## src/rtl/norm_pkg.sv

```systemverilog
// Shared types and widths for the Euclidean-norm datapath and its result sink.
package norm_pkg;

    localparam int G_W = 10;
    localparam int A_W = 8;

    typedef logic [G_W-1:0] norm_t;

endpackage

```

## src/rtl/norm_sink_fifo.sv

```systemverilog
// First-word-fall-through FIFO for norm results: storage, pointers, occupancy.
// The caller decides push/pop legality; this block only tracks state.
module norm_sink_fifo
    import norm_pkg::*;
#(
    parameter  int DEPTH = 4,
    localparam int PTR_W = $clog2(DEPTH),
    localparam int CNT_W = PTR_W + 1
) (
    input  logic             clk,
    input  logic             reset,
    input  logic             push_i,
    input  logic             pop_i,
    input  norm_t            wdata_i,
    output norm_t            rdata_o,
    output logic [CNT_W-1:0] count_o,
    output logic             full_o,
    output logic             empty_o
);

    norm_t            mem_q [DEPTH];
    logic [PTR_W-1:0] wr_ptr_q, wr_ptr_d;
    logic [PTR_W-1:0] rd_ptr_q, rd_ptr_d;
    logic [CNT_W-1:0] count_q, count_d;

    always_comb begin
        // NOTE: every output of this block gets a default first; a path that skips one infers a latch.
        wr_ptr_d = wr_ptr_q;
        rd_ptr_d = rd_ptr_q;
        count_d  = count_q;
        if (push_i) wr_ptr_d = wr_ptr_q + PTR_W'(1);
        if (pop_i)  rd_ptr_d = rd_ptr_q + PTR_W'(1);
        if (push_i && !pop_i)
            count_d = count_q + CNT_W'(1);
        else if (pop_i && !push_i)
            count_d = count_q - CNT_W'(1);
    end

    always_ff @(posedge clk) begin
        // NOTE: non-blocking assignments so all registers update from pre-edge values.
        if (!reset) begin
            wr_ptr_q <= '0;
            rd_ptr_q <= '0;
            count_q  <= '0;
        end else begin
            wr_ptr_q <= wr_ptr_d;
            rd_ptr_q <= rd_ptr_d;
            count_q  <= count_d;
        end
    end

    // NOTE: storage is deliberately not reset; rdata_o is masked to zero whenever count is zero.
    always_ff @(posedge clk) begin
        if (push_i) mem_q[wr_ptr_q] <= wdata_i;
    end

    assign empty_o = (count_q == '0);
    assign full_o  = (count_q == CNT_W'(DEPTH));
    assign count_o = count_q;
    assign rdata_o = empty_o ? '0 : mem_q[rd_ptr_q];

endmodule

```

## src/rtl/norm_result_sink.sv

```systemverilog
// Result sink for the norm accumulator: FWFT buffer, sticky overflow on drops,
// optional running maximum of accepted results (enabled by NORM_SINK_MAX_EN).
module norm_result_sink
    import norm_pkg::*;
#(
    parameter  int DEPTH = 4,
    localparam int CNT_W = $clog2(DEPTH) + 1
) (
    input  logic             clk,
    input  logic             reset,
    input  logic             valid_in,
    input  norm_t            g_in,
    output norm_t            out_data,
    output logic             out_valid,
    input  logic             out_ready,
    output logic [CNT_W-1:0] count,
    output logic             full,
    output logic             overflow,
    input  logic             clr_ovf
`ifdef NORM_SINK_MAX_EN
    ,
    output norm_t            max_g
`endif
);

    logic empty;
    logic push;
    logic pop;
    logic drop;
    logic overflow_q;

    assign pop  = !empty && out_ready;
    // A full FIFO still accepts when the head leaves in the same cycle.
    assign push = valid_in && (!full || pop);
    assign drop = valid_in && !push;

    norm_sink_fifo #(.DEPTH(DEPTH)) u_fifo (
        .clk     (clk),
        .reset   (reset),
        .push_i  (push),
        .pop_i   (pop),
        .wdata_i (g_in),
        .rdata_o (out_data),
        .count_o (count),
        .full_o  (full),
        .empty_o (empty)
    );

    assign out_valid = !empty;

    always_ff @(posedge clk) begin
        if (!reset)
            overflow_q <= 1'b0;
        else if (clr_ovf)
            overflow_q <= 1'b0;
        else if (drop)
            overflow_q <= 1'b1;
    end

    assign overflow = overflow_q;

`ifdef NORM_SINK_MAX_EN
    norm_t max_g_q;

    always_ff @(posedge clk) begin
        if (!reset)
            max_g_q <= '0;
        else if (push && (g_in > max_g_q))
            max_g_q <= g_in;
    end

    assign max_g = max_g_q;
`endif

endmodule

```

## config.mk

```make
export PLATFORM = sky130hd
export DESIGN_NAME = norm_result_sink
export DESIGN_NICKNAME = d
export VERILOG_FILES = /design/src/rtl/norm_pkg.sv /design/src/rtl/norm_sink_fifo.sv /design/src/rtl/norm_result_sink.sv
export SDC_FILE = /design/constraint.sdc
export NUM_CORES = 1
export LEC_CHECK = 0
export CAP_MARGIN = 20
export CORE_MARGIN = 2
export CORE_UTILIZATION = 53
export CTS_CLUSTER_SIZE = 25
export DETAILED_ROUTE_END_ITERATION = 10
export GPL_TIMING_DRIVEN = 0
export PLACE_DENSITY = 0.79
export SYNTH_ARGS = -nofsm -noshare
export SYNTH_HDL_FRONTEND = slang
export SYNTH_SLANG_ARGS = --single-unit
```

## constraint.sdc

```tcl
create_clock -name clk -period 2.6 [get_ports clk]
set_input_delay 0.52 -clock clk [delete_from_list [all_inputs] [get_ports clk]]
set_output_delay 0.52 -clock clk [all_outputs]
set_load 0.02 [all_outputs]
```

==> flow_metrics.tcl <==
set metrics [dict create \
    cts_buffers 5 \
    initial_core_util 0.558 \
    drc_errors 0 \
    ys_warn_count 0 \
    final_nets 174 \
    cts_setup_buffers 0 \
    dr_total_vias 1081 \
    root_buffer "clkbuf_8" \
    drive_above_1_share 0.162 \
    synth_area_leaders "edfxtp_1, mux4_2, dfxtp_1, nor2b_1, ha_1" \
    met3_length_um 133 \
    slowest_delay_ns 0.54 \
    worstSetupPathType "reg2out" \
    grt_antenna_before_repair 0 \
    crit_fanout 10 \
    antenna_cells 0 \
    yosys-top-cells-count "edfxtp_1, nor2b_1, dfxtp_1, mux4_2, and2_1" \
    insertion_delay_ns 0.30 \
    gp_congestion 0.680 \
    grt_start_max_net_pins 16 \
    syn_area_sq_um 2060 \
    hpwl_mm 2.33 \
    timing.final.crit_share 0.963 \
    top_layer "met4" \
    synth_top_area_cell "edfxtp_1" \
    finalSetupViolations 0 \
    grt_pass1_wl_mm 5.41 \
    fp-row-count 22 \
    dieArea_sq_um 4400 \
    hold_buffers 0 \
    synth-async-reset-ratio 0 \
    clock_sinks 50 \
    period_needed_ns 2.50 \
    fin_area_sq_um 2540 \
    outcome "finished clean" \
    io_pins 31 \
    avgSynthCellArea_sq_um 17.7 \
    yosysMostFrequentCell "edfxtp_1" \
    vdd_drop_max_mv 0.556 \
    crit_chain "buf_6 > mux4_2 > nor2b_1 > clkdlybuf4s50_1" \
    die-width_um 66.3 \
    cp-end-kind "primary output" \
    dr_wl_met2_mm 1.69 \
    rsz0062_at_grt "no" \
    fin_cells 202 \
    start_kind "register" \
    viasPerCell 5.35 \
    drt_wl_total_mm 3.25 \
    synth_top_area_frac 0.584 \
    wl_per_cell_um 16.1 \
    skew_ns 0.00417 \
    clk_pin_slew_ns 0.09 \
    met1Wirelength_mm 1.39 \
    synth_enable_flop_cells 40 \
    placed_area_sq_um 2420 \
    drv_cap 0 \
    power.density_nw_per_um2 1020 \
    synthCells 116 \
    die_h_um 66.3 \
    cp_slowest_cell "clkdlybuf4s50_1" \
    hold_violations 0 \
    relSlewSlack 0.625 \
    seq_area_frac_synth 0.681 \
    worstPathArrival_ns 1.98 \
    antenna_left 0 \
    cp_num_buf_inv 2 \
    track_usage 0.173 \
    synth_flop_cell "edfxtp_1" \
    synth.net_count 137 \
    overflow 0 \
    drtPass1Iterations 4 \
    leakage_uw 0.000918 \
    grt_pass1_vias 1135 \
    synth_seq_cells 50 \
    drt_iter0_markers 51 \
    path_delay_family "buffers and inverters" \
    numPortBuffers 30 \
    cts_max_level 2 \
    cts_tree "built" \
    hold_class "reg2reg" \
    tightest_slew_ns 0.563 \
    required_ns 2.08 \
    dp_cells 194 \
    final_max_slew_viol_count 0 \
    synth.distinct_cells 25 \
    area_growth_pct 23.7 \
    core_area_sq_um 3690 \
    max_freq_ghz 0.399 \
    clock_path_buffers 2 \
]
-- layout make-up --
cell class                      count  area [sq um]
Clock inverter                      1          30.0
Fill cell                         273          1140
Clock buffer                        7          86.3
Timing Repair Buffer               30           310
Tap cell                           48          60.1
Multi-Input combinational cell     57           612
Buffer                              4          25.0
Inverter                            5          18.8
Sequential cell                    50          1400
-- metal layers --
| layer | GRT usage | vias to the layer above |
|---|---|---|
| li1 | - | 503 |
| met1 | 0.215 | 551 |
| met2 | 0.289 | 23 |
| met3 | 0.0511 | 4 |
| met4 | 0.0612 | 0 |
| met5 | 0 | - |
-- sequential cells by signal (all words and copies together) (netlist names), named ones only --
name             count
overflow             1
u_fifo.count_o       3
u_fifo.mem_q        40
u_fifo.rd_ptr_q      2
u_fifo.wr_ptr_q      2
-- stage by stage --
step                      hold WS [ns]  total power [uW]  setup slack (ns)  utilization  setup TNS, ns
final                            0.511              2600            0.0954        0.690              0
after global routing             0.537              2750           0.00202        0.690              0
after global placement           0.467              2060           -0.0578        0.655        -0.0578
after detailed placement         0.501              2090            -0.160        0.655         -0.160
after floorplan                  0.456              1690             0.365            -              0
after CTS                        0.512              2640            0.0337        0.687              0
-- path summary, 6_finish.rpt --
| kind | cells after the start | slack [ns] | endpoint | from |
|---|---|---|---|---|
| max reg2reg | 8 | 0.36 | u_fifo.count_o[2] | u_fifo.count_o[0] |
| max | 4 | 0.1 | out_data[3] | register |
| min | 2 | 0.51 | u_fifo.wr_ptr_q[1] | u_fifo.wr_ptr_q[1] |
| min reg2reg | 2 | 0.51 | u_fifo.wr_ptr_q[1] | u_fifo.wr_ptr_q[1] |
-- power by group --
group          leakage, uW  switching [uW]  internal [uW]
combinational     0.000411             490            515
sequential        0.000449            74.3            963
clock            0.0000585             240            314
total             0.000918             804           1790
-- kinds of logic (layout without fill, tap and decap cells) --
family | Yosys count | count (layout) | share of synthesized area
buf+inv | 9 | 47 | 0.0213
flops | 50 | 50 | 0.681
mux | 13 | 13 | 0.124
compound gates | 7 | 7 | 0.0304
xor+xnor | 3 | 3 | 0.0128
simple gates | 28 | 28 | 0.0900
fa+ha+maj | 6 | 6 | 0.0401
-- what timing repair did --
action | in CTS | in global routing
resized for setup | 0 | 4
hold endpoints to repair | 0 | 0
setup endpoints to repair | 0 | 4
-- worst register-to-register path, cell delays in order (launching register included) --
cell and delay [ns]:
dfxtp_1 0.53, nor3b_4 0.11, a21boi_4 0.25, ha_1 0.23, inv_1 0.07, fa_1 0.38
xor2_1 0.16, or3_1 0.30, a21boi_1 0.14
-- cell usage in the layout (no fill, tap or decap), types with 2 or more instances in the layout --
cell type | synthesis | final
clkbuf_1 | 1 | 2
o21ai_0 | 2 | 2
a21boi_1 | 2 | 2
xnor2_1 | 2 | 2
inv_1 | 5 | 5
clkdlybuf4s50_1 | 0 | 26
clkbuf_8 | 0 | 6
ha_1 | 5 | 5
dfxtp_1 | 10 | 10
edfxtp_1 | 40 | 40
or3_1 | 2 | 2
dlymetal6s2s_1 | 0 | 4
mux4_2 | 10 | 10
nor2b_1 | 11 | 11
mux2i_1 | 3 | 3
nand2_1 | 5 | 5
and2_1 | 7 | 7
Power figures use the tool's default switching activity.
==> variant 1, RTL diff (same settings) <==
`DEPTH` is set to 4 in 2 places; all go to 8.
--- a/src/rtl/norm_sink_fifo.sv
+++ b/src/rtl/norm_sink_fifo.sv
@@ -4,5 +4,5 @@
     import norm_pkg::*;
 #(
-    parameter  int DEPTH = 4,
+    parameter  int DEPTH = 8,
     localparam int PTR_W = $clog2(DEPTH),
     localparam int CNT_W = PTR_W + 1
--- a/src/rtl/norm_result_sink.sv
+++ b/src/rtl/norm_result_sink.sv
@@ -4,5 +4,5 @@
     import norm_pkg::*;
 #(
-    parameter  int DEPTH = 4,
+    parameter  int DEPTH = 8,
     localparam int CNT_W = $clog2(DEPTH) + 1
 ) (
Ports: changed (resized count); port bits go from 31 to 32. No check against the original RTL was run, so the function may have changed too.
==> variant 1 against the original RTL <==
Routed wire length increased by 110%. Design area is 78% higher. Maximum frequency grew 0.31%. Core utilization is 2.3 points lower. Clock power up 73%. Register-to-register slack got worse by 160 ps. Sequential cell count increased by 44. Area after synthesis grew 81%. Power up 60%. Worst setup slack better by 7.8 ps. Critical endpoint is now out_data[1]. Largest cell class unchanged. Largest power group unchanged.
==> variant 1: results <==
set metrics [dict create \
    grt_usage 0.195 \
    synth_compound_area_frac 0.0161 \
    multi_input_area_mm2 0.00105 \
    leakage_nw 1.50 \
    bufAreaShareNonClock 0.0991 \
    synth_common_cells "80 x edfxtp_1, 20 x mux4_2, 15 x nor2_1" \
    ff2ff_path_depth 10 \
    grt_pass1_wl_mm 10.5 \
    numPortBuffers 31 \
    use_met2 0.320 \
    cts.repair.resized 19 \
    drt_iter0_markers 144 \
    comb.multi_input.count 98 \
    wl_met1_mm 2.93 \
    ir_drop_v 0.000482 \
    clk_latency_ps 350 \
    synth-edff-count 80 \
    synth_xor_area_frac 0.0141 \
    cts.sink_count 94 \
    run_status "finished clean" \
    numCtsBuffers 9 \
    wire_per_inst_um 18.8 \
    dpl.hpwl_mm 4.26 \
    synthTopCellsByArea "edfxtp_1 64%, mux4_2 12%, dfxtp_1 7.5%" \
    clock_area_frac 0.0450 \
    grt_max_degree 18 \
    worst_pin_slew_ps 1040 \
    layout-drive-gt1-share 0.255 \
]
variant 1: cell count changes after synthesis, moves of 5 or more:
cell,before,now
nand3_1,0,5
mux4_2,10,20
edfxtp_1,40,80
nor2b_1,11,1
nor2_1,0,15
mux2i_1,3,12
variant 1: final timing paths:
| path | from | to | slack, ps |
|---|---|---|---|
| min reg2reg | u_fifo.count_o[3] | u_fifo.count_o[3] | 520 |
| max reg2reg | u_fifo.count_o[1] | u_fifo.count_o[3] | 200 |
| min | u_fifo.count_o[3] | u_fifo.count_o[3] | 520 |
| max | register | out_data[1] | 100 |
variant 1: per-stage QoR:
step | cell area, um2 | hold slack [ps] | utilization | cells | power, mW
3_3_place_gp | 4160 | 491 | 0.612 | 331 | 3.16
2_1_floorplan | 3730 | 467 | - | 204 | 2.71
6_report | 4530 | 520 | 0.667 | 355 | 4.16
5_1_grt | 4530 | 558 | 0.667 | 355 | 4.38
4_1_cts | 4440 | 517 | 0.654 | 351 | 4.12
3_5_place_dp | 4220 | 499 | 0.622 | 335 | 3.21
==> variant 2, RTL diff (same settings) <==
Without the edit above. Register the output `count`; this adds one clock of latency there. The other outputs are not delayed to match.
--- a/src/rtl/norm_result_sink.sv
+++ b/src/rtl/norm_result_sink.sv
@@ -24,4 +24,6 @@
 );
 
+    logic [CNT_W-1:0] count_c;
+
     logic empty;
     logic push;
@@ -42,5 +44,5 @@
         .wdata_i (g_in),
         .rdata_o (out_data),
-        .count_o (count),
+        .count_o (count_c),
         .full_o  (full),
         .empty_o (empty)
@@ -73,4 +75,8 @@
 `endif
 
+    always_ff @(posedge clk) begin
+        count <= count_c;
+    end
+
 endmodule
 
Formal check against the unedited RTL: not equivalent (Yosys sat finds a counterexample within 4 cycles, from zero or initial values and one cycle with reset low).
==> variant 2 against the original RTL <==
Routed wire length is 0.95% lower. Sequential cell count up 3. Worst setup slack got worse by 14 ps. Design area rose by 2.4%. Area after synthesis up 2.9%. Power grew 1.2%. Global-route usage decreased by 0.72 points.
==> variant 2: results <==
set metrics [dict create \
    run_status "finished clean" \
    cts-htree-levels 2 \
    synthTopCellsByArea "edfxtp_1 57%, dfxtp_1 12%, mux4_2 11%" \
    synth_fp_nets 140 \
    ys_async_sr_fraction 0 \
    synth_common_cells "40 x edfxtp_1, 13 x dfxtp_1, 11 x nor2b_1" \
    via_count 1067 \
    hold_start "u_fifo.count_o[2]" \
    whs_path_depth 0 \
    diodes 0 \
    numPlacedInstances 197 \
    place_congestion 0.727 \
    intPower_mw 1.82 \
    use_met1 0.205 \
    grt_usage 0.166 \
    dpl_cell_area_mm2 0.00248 \
    maxSlewHeadroom 0.631 \
    use_met2 0.282 \
    met2_length_mm 1.69 \
    gr-usage-met3 0.0450 \
    syn-instance-count 119 \
    whs_ps 451 \
    worstHoldPathType "reg -> reg" \
    crit_path_end "out_data[7]" \
    grt_pass1_wl_mm 5.24 \
    dpl.hpwl_mm 2.24 \
    r2r-start "u_fifo.count_o[0]" \
    nets 177 \
    post-cts-setup-buffer-count 0 \
    seq_area_frac_synth 0.690 \
    cp.arrival_ps 2000 \
    fin_ws_ps 81.2 \
    pre_cts_slack_ps -118 \
    first_pass_iters 3 \
    whs_endpoint "count[2]" \
    drt_iter0_markers 35 \
    reg2reg_slack_ps 360 \
    routed_wl_mm 3.22 \
    path_max_fanout 10 \
    fin_skew_ps 6.10 \
    wl_met1_mm 1.37 \
    ir_drop_v 0.000505 \
    met3_length_um 119 \
    antenna_found_initial 0 \
    wire_per_inst_um 15.7 \
    layout-drive-gt1-share 0.166 \
    synth_cell_types 25 \
    leakage_nw 0.971 \
    grt_max_degree 18 \
]
## variant 2: cell type report
type / count / area [um2]
buffer: 4 / 25.0
clock buffer: 5 / 68.8
clock inverter: 3 / 43.8
fill: 264 / 1140
inverter: 5 / 18.8
multi-input combinational: 57 / 612
sequential: 53 / 1460
tap: 48 / 60.1
timing repair buffer: 30 / 315
## variant 2: kinds of logic after synthesis
kind of cell	share of synthesized area
fa+ha+maj	0.0390
flops	0.690
simple gates	0.0875
compound gates	0.0296
mux	0.121
buf+inv	0.0207
xor+xnor	0.0124
## variant 2: power by group through the flow
| stage | Combinational, mW | Clock, mW | Sequential, mW |
|---|---|---|---|
| global placement | 0.992 | 0 | 1.11 |
| floorplan | 0.619 | 0 | 1.13 |
| finish | 0.984 | 0.541 | 1.10 |
| detailed placement | 1.02 | 0 | 1.12 |
| global route | 1.08 | 0.589 | 1.12 |
| CTS | 1.02 | 0.553 | 1.10 |
